**config.mk**
```make
export PLATFORM = sky130hd
export DESIGN_NAME = nec_prefetch_ctrl
export DESIGN_NICKNAME = d
export VERILOG_FILES = /design/src/rtl/nec_prefetch_ctrl.sv
export SDC_FILE = /design/constraint.sdc
export NUM_CORES = 1
export LEC_CHECK = 0
export CAP_MARGIN = 20
export CORE_MARGIN = 1
export CORE_UTILIZATION = 58
export DETAILED_ROUTE_END_ITERATION = 8
export DONT_BUFFER_PORTS = 1
export PLACE_DENSITY = 0.74
export SLEW_MARGIN = 20
export SYNTH_ARGS = -nofsm -noshare
export SYNTH_HDL_FRONTEND = slang
export SYNTH_SLANG_ARGS = --single-unit
```
**constraint.sdc**
```tcl
create_clock -name clk -period 3.4 [get_ports clk]
set_input_delay 0.17 -clock clk [delete_from_list [all_inputs] [get_ports clk]]
set_output_delay 0.17 -clock clk [all_outputs]
set_load 0.05 [all_outputs]
```
**src/rtl/nec_prefetch_ctrl.sv**
```systemverilog
// nec_prefetch_ctrl: bus-cycle scheduler and 8-byte instruction prefetch queue.
// Runs 4-T-state cycles (T1..T4, T3 stretched by bus_ready) on a 16-bit bus.
// EU data accesses win arbitration over prefetch. A cycle is never preempted.
// Optional feature macro: BRANCH_HOLDOFF_EN. When defined, block_prefetch
// suppresses prefetch grants while the bus is idle.
module nec_prefetch_ctrl (
   input  logic            clk,
   input  logic            reset,
   input  logic            ce_1,
   input  logic [15:0]     ps,
   input  logic [15:0]     dec_pc,
   input  logic            set_pc,
   input  logic [15:0]     new_pc,
   input  logic            block_prefetch,
   output logic [7:0][7:0] ipq,
   output logic [3:0]      ipq_len,
   input  logic            eu_req,
   input  logic            eu_write,
   input  logic [19:0]     eu_addr,
   input  logic [15:0]     eu_wdata,
   input  logic [1:0]      eu_be,
   output logic            eu_done,
   output logic [15:0]     eu_rdata,
   output logic [19:0]     bus_addr,
   output logic            bus_rd,
   output logic            bus_wr,
   output logic [1:0]      bus_be,
   output logic [15:0]     bus_wdata,
   input  logic [15:0]     bus_rdata,
   input  logic            bus_ready
);

   typedef enum logic [2:0] {S_IDLE, S_T1, S_T2, S_T3, S_T4} bus_state_t;

   bus_state_t      state_q;
   logic [15:0]     fetch_pc_q;
   logic [7:0][7:0] ipq_q;
   logic            discard_q;
   logic            owner_eu_q;
   logic            eu_done_q;
   logic [15:0]     eu_rdata_q;
   logic [19:0]     bus_addr_q;
   logic            bus_rd_q;
   logic            bus_wr_q;
   logic [1:0]      bus_be_q;
   logic [15:0]     bus_wdata_q;

   logic [15:0]     fill_diff;
   logic            hold_pf;
   logic            pf_grant_d;
   logic [19:0]     pf_addr_d;
   logic [2:0]      pf_idx;
   logic            pf_cycle;
   logic            unused_bits;

`ifdef BRANCH_HOLDOFF_EN
   assign hold_pf = block_prefetch;
`else
   assign hold_pf = 1'b0;
`endif

   // Only the low four bits of the pointer distance form the fill level; the
   // decoder keeps dec_pc within eight bytes of fetch_pc.
   assign unused_bits = ^{block_prefetch, fill_diff[15:4]};
   assign pf_idx      = fetch_pc_q[2:0];
   assign pf_cycle    = !owner_eu_q && (state_q inside {S_T1, S_T2, S_T3});

   // Fill level and prefetch eligibility; a flush on this edge never opens a
   // prefetch because the cycle would be fetched from the stale pointer.
   always_comb begin
      // NOTE: every output of a combinational block gets a default first so no
      // path leaves it unassigned, which would infer a latch.
      fill_diff  = fetch_pc_q - dec_pc;
      ipq_len    = fill_diff[3:0];
      pf_addr_d  = {ps, 4'h0} + {4'h0, fetch_pc_q};
      pf_grant_d = 1'b0;
      if (!set_pc && !hold_pf) begin
         pf_grant_d = (ipq_len <= 4'd6) || (fetch_pc_q[0] && (ipq_len <= 4'd7));
      end
   end

   // Bus FSM, arbitration, queue commit and flush handling with registered outputs.
   always_ff @(posedge clk) begin
      // NOTE: the queue bytes sit in ordinary flops, so they are cleared on reset
      // like the rest of the state rather than being left as uninitialised memory.
      if (reset) begin
         state_q     <= S_IDLE;
         fetch_pc_q  <= '0;
         ipq_q       <= '0;
         discard_q   <= 1'b0;
         owner_eu_q  <= 1'b0;
         eu_done_q   <= 1'b0;
         eu_rdata_q  <= '0;
         bus_addr_q  <= '0;
         bus_rd_q    <= 1'b0;
         bus_wr_q    <= 1'b0;
         bus_be_q    <= '0;
         bus_wdata_q <= '0;
      end else if (ce_1) begin
         // NOTE: state is assigned non-blocking, so later assignments in this
         // block (the flush below) override earlier ones on the same edge.
         eu_done_q <= 1'b0;
         case (state_q)
            S_IDLE: begin
               if (eu_req) begin
                  owner_eu_q  <= 1'b1;
                  bus_addr_q  <= eu_addr;
                  bus_be_q    <= eu_be;
                  bus_rd_q    <= !eu_write;
                  bus_wr_q    <= eu_write;
                  bus_wdata_q <= eu_write ? eu_wdata : 16'h0000;
                  state_q     <= S_T1;
               end else if (pf_grant_d) begin
                  owner_eu_q  <= 1'b0;
                  bus_addr_q  <= pf_addr_d;
                  bus_be_q    <= fetch_pc_q[0] ? 2'b10 : 2'b11;
                  bus_rd_q    <= 1'b1;
                  bus_wr_q    <= 1'b0;
                  bus_wdata_q <= 16'h0000;
                  state_q     <= S_T1;
               end
            end
            S_T1: state_q <= S_T2;
            S_T2: state_q <= S_T3;
            S_T3: begin
               if (bus_ready) begin
                  if (owner_eu_q) begin
                     eu_done_q  <= 1'b1;
                     eu_rdata_q <= bus_rdata;
                  end else if (!discard_q && !set_pc) begin
                     if (fetch_pc_q[0]) begin
                        ipq_q[pf_idx] <= bus_rdata[15:8];
                        fetch_pc_q    <= fetch_pc_q + 16'd1;
                     end else begin
                        ipq_q[pf_idx]        <= bus_rdata[7:0];
                        ipq_q[pf_idx + 3'd1] <= bus_rdata[15:8];
                        fetch_pc_q           <= fetch_pc_q + 16'd2;
                     end
                  end
                  bus_addr_q  <= '0;
                  bus_rd_q    <= 1'b0;
                  bus_wr_q    <= 1'b0;
                  bus_be_q    <= '0;
                  bus_wdata_q <= '0;
                  state_q     <= S_T4;
               end
            end
            S_T4: begin
               discard_q <= 1'b0;
               state_q   <= S_IDLE;
            end
            default: state_q <= S_IDLE;
         endcase
         // A flush redirects fetching; an in-flight prefetch finishes on the bus
         // but its data is dropped. EU cycles are unaffected.
         if (set_pc) begin
            fetch_pc_q <= new_pc;
            if (pf_cycle) begin
               discard_q <= 1'b1;
            end
         end
      end
   end

   assign ipq       = ipq_q;
   assign eu_done   = eu_done_q;
   assign eu_rdata  = eu_rdata_q;
   assign bus_addr  = bus_addr_q;
   assign bus_rd    = bus_rd_q;
   assign bus_wr    = bus_wr_q;
   assign bus_be    = bus_be_q;
   assign bus_wdata = bus_wdata_q;

endmodule

```
==> reports/metrics.csv <==
metric,value,unit
drt drc,0,
maxcap violations,0,
Slew @ Worst Pin,737,ps
Die X,108,um
first-pass GRT wire length,28100,um
CTS tree,done,
Comb power frac,0.108,
routed via count,5979,
Layout Nets,940,
cts bufs inserted,17,
Inserted Diodes,0,
Yosys reg bits,142,
First-pass DRT Iterations,5,
Final ANT Viol Nets,0,
"area leader, netlist",dfxtp_1,
PwrDens,521,nW/um2
xor/xnor cell area share of the yosys netlist,0.0160,
Hold Crit Class,in2reg,
initial antenna violation count,0,
peak supply drop,544,uV
DRT iter0 DRCs,526,
sequential fraction of design power,0.468,
Overall Global Routing Usage,0.313,
total grt overflow,0,
max-slew violation count,0,
YS warnings,0,
Synth Area in Adders,0.0481,
hpwl dp,12400,um
"CP delay by family, top",compound AO/OA/AOI/OAI gates,
Crit Path Max Fanout,16,
fmax,319,MHz
largest net degree at the start of global routing,118,
clk root buf,clkbuf_16,
cts repair resizes,0,
# H-tree levels,4,
Startpoint Class,flip-flop,
Die H,108,um
non-filler instance count after layout,957,
fraction of registers with async set/reset,0,
reg2reg start,fetch_pc_q[0]$_SDFFE_PP0P_,
post-route clock skew,8.17,ps
mux cell area share after synthesis,0.0587,
Area Overhead vs Synth,16.4,%
I/O pin count,235,
sum of buffers and inverters on the critical path,2,
status,"complete, no violations",
Critical Path Source,fetch_pc_q[0]$_SDFFE_PP0P_,
Buffers on Ports,0,
vias in the first global route,5658,
Skew-Pair Late Insertion Delay,420,ps
Avg WL per Cell,19.6,um
CP required,3740,ps
Setup CP Type,reg2reg,
syn avg cell area,8.40,um2
critical path arrival,3470,ps
"top cells by count, synth","dfxtp_1, nand2_1, a21oi_1, nor2_1, nand3_1",
"Reg clk slew, reported paths",60,ps
number of enable flip-flop cells after synthesis,0,
number of setup buffers added after CTS,0,
total clock sinks,142,
minimum clock period after layout,3130,ps
core footprint,10900,um2
Internal Power,2.87,mW
cell row count,38,
Net Sw Power,1.11,mW
R2R depth,10,
top_reg_cell synth,dfxtp_1,
"top cells by area, synth","dfxtp_1, nand2_1, a21oi_1",
# fillers,867,
most frequent cell after synthesis,dfxtp_1,
Synth Area in Compound Gates,0.208,
crit-path cells,inv_1 -> ha_1 -> inv_1 -> fa_1 -> xor2_1 -> a41o_1 -> o31ai_4 -> nand3_1 -> a211o_1 -> a21oi_1,
pre-CTS setup slack,344,ps
distinct cell type count after synthesis,57,
power share of the clock group,0.424,
sw frac,0.278,
final setup vio count,0,
Lkg Pwr,3.01,nW
Via density,6.25,
RSZ-0062 raised after global routing,no,
Crit path top cell by count,inv_1,
final worst slack,268,ps
Final GP Congestion,0.861,
Worst path slowest cell,nand3_1,
WL final,18700,um
die footprint,11700,um2
Critical Path Stages,10,
start point of the worst hold path,eu_be[1],
Post-Synth Simple-Gate Area,0.193,
Worst Setup End Kind,flip-flop,
top cell type's share of synthesized area,0.434,
Syn Nets,914,
Hold Path Depth,2,
dpl cells,876,
Initial Util,0.599,
layout cell share with drive strength beyond 1,0.0612,
sequential element share of the synthesized area,0.434,
Tcrit/Tclk final,0.921,
Syn Inst Count,780,
Max Root-Sink Buffers,2,
Max-slew headroom,0.508,
main combinational cell family by area after synthesis,compound AO/OA/AOI/OAI gates,
"Hold Vio Cnt, Final",0,
Post-Syn Area,6550,um2
post-route setup TNS,0,ps
Max stage delay on crit path,540,ps
## repair_timing
action / CTS / global route
endpoints found under the hold margin: 142 / 0
setup endpoints to repair: 0 / 0
hold buffers: 51 / 0
## path summary, 6_finish.rpt
kind                                 endpoint  slack (ps)
setup / recovery     bus_addr[9]$_SDFFE_PP0P_         270
hold / removal         bus_be[1]$_SDFFE_PP0P_           8
setup reg to reg     bus_addr[9]$_SDFFE_PP0P_         270
hold reg to reg   fetch_pc_q[15]$_SDFFE_PP0P_         530
## stage by stage
step / utilization / power [mW] / area, um2 / hold slack (ps)
3_5_place_dp: 0.599 / 2.22 / 6550 / 251
6_report: 0.697 / 3.97 / 7620 / 8.50
3_3_place_gp: 0.599 / 2.20 / 6550 / 250
2_1_floorplan: - / 2.18 / 6550 / 296
4_1_cts: 0.696 / 3.97 / 7610 / 0.0496
5_1_grt: 0.697 / 4.10 / 7620 / 10.0
## cell families (layout without fill, tap and decap cells)
| group | count (synthesis) | count (layout) |
|---|---|---|
| and+or+nand+nor | 286 | 286 |
| AOI/OAI and AO/OA | 214 | 214 |
| DFF | 142 | 142 |
| buffers and inverters | 64 | 101 |
| muxes | 38 | 38 |
| adders and majority gates | 24 | 24 |
| xor gates and xnor gates | 12 | 12 |
## flip-flops by register name (all words and copies together) (netlist names), 2 cells and up
signal,cells
fetch_pc_q,16
bus_be,2
state_q,3
bus_wdata,16
ipq,64
bus_addr,20
eu_rdata,16
## placed cells by master, fill, tap and decap left out, types with 4 or more instances in the layout
cell / synthesis / routed
a211oi_1: 13 / 13
a21o_1: 4 / 4
a21oi_1: 87 / 87
a22o_1: 19 / 19
a22oi_1: 5 / 5
a32oi_1: 6 / 6
and3_1: 6 / 6
buf_4: 3 / 8
clkbuf_16: 0 / 17
clkinv_2: 0 / 5
dfxtp_1: 142 / 142
dlygate4sd3_1: 0 / 50
ha_1: 22 / 22
inv_1: 12 / 12
mux2i_1: 35 / 35
nand2_1: 121 / 121
nand2b_1: 9 / 9
nand3_1: 55 / 55
nand4_1: 5 / 5
nor2_1: 66 / 66
nor2b_1: 4 / 4
nor3_1: 4 / 4
o211ai_1: 4 / 4
o21ai_0: 35 / 35
o21bai_1: 4 / 4
o31ai_1: 9 / 9
xor2_1: 9 / 9
## layer usage
metal / up-vias / global-route usage / part of all wire
li1: 2820 / - / -
met1: 2794 / 0.344 / 0.39
met2: 314 / 0.532 / 0.48
met3: 51 / 0.126 / 0.10
met4: 0 / 0.134 / 0.028
met5: - / 0 / 0
## power by group through the flow
stage | sequential, mW | combinational, mW | clock [mW]
3_5_place_dp | 1.89 | 0.327 | 0
4_1_cts | 1.86 | 0.419 | 1.69
2_1_floorplan | 1.88 | 0.303 | 0
6_report | 1.86 | 0.431 | 1.68
3_3_place_gp | 1.89 | 0.312 | 0
5_1_grt | 1.87 | 0.467 | 1.77
## layout make-up
type | instances | area (um2) | area share
Clock buffer | 19 | 433 | 0.0568
Clock inverter | 11 | 96.3 | 0.0126
Inverter | 12 | 45.0 | 0.00591
Multi-Input combinational cell | 574 | 3440 | 0.451
Sequential cell | 142 | 2840 | 0.373
Tap cell | 140 | 175 | 0.0230
Timing Repair Buffer | 59 | 588 | 0.0772
No activity file was read; power rests on OpenSTA's default activity.
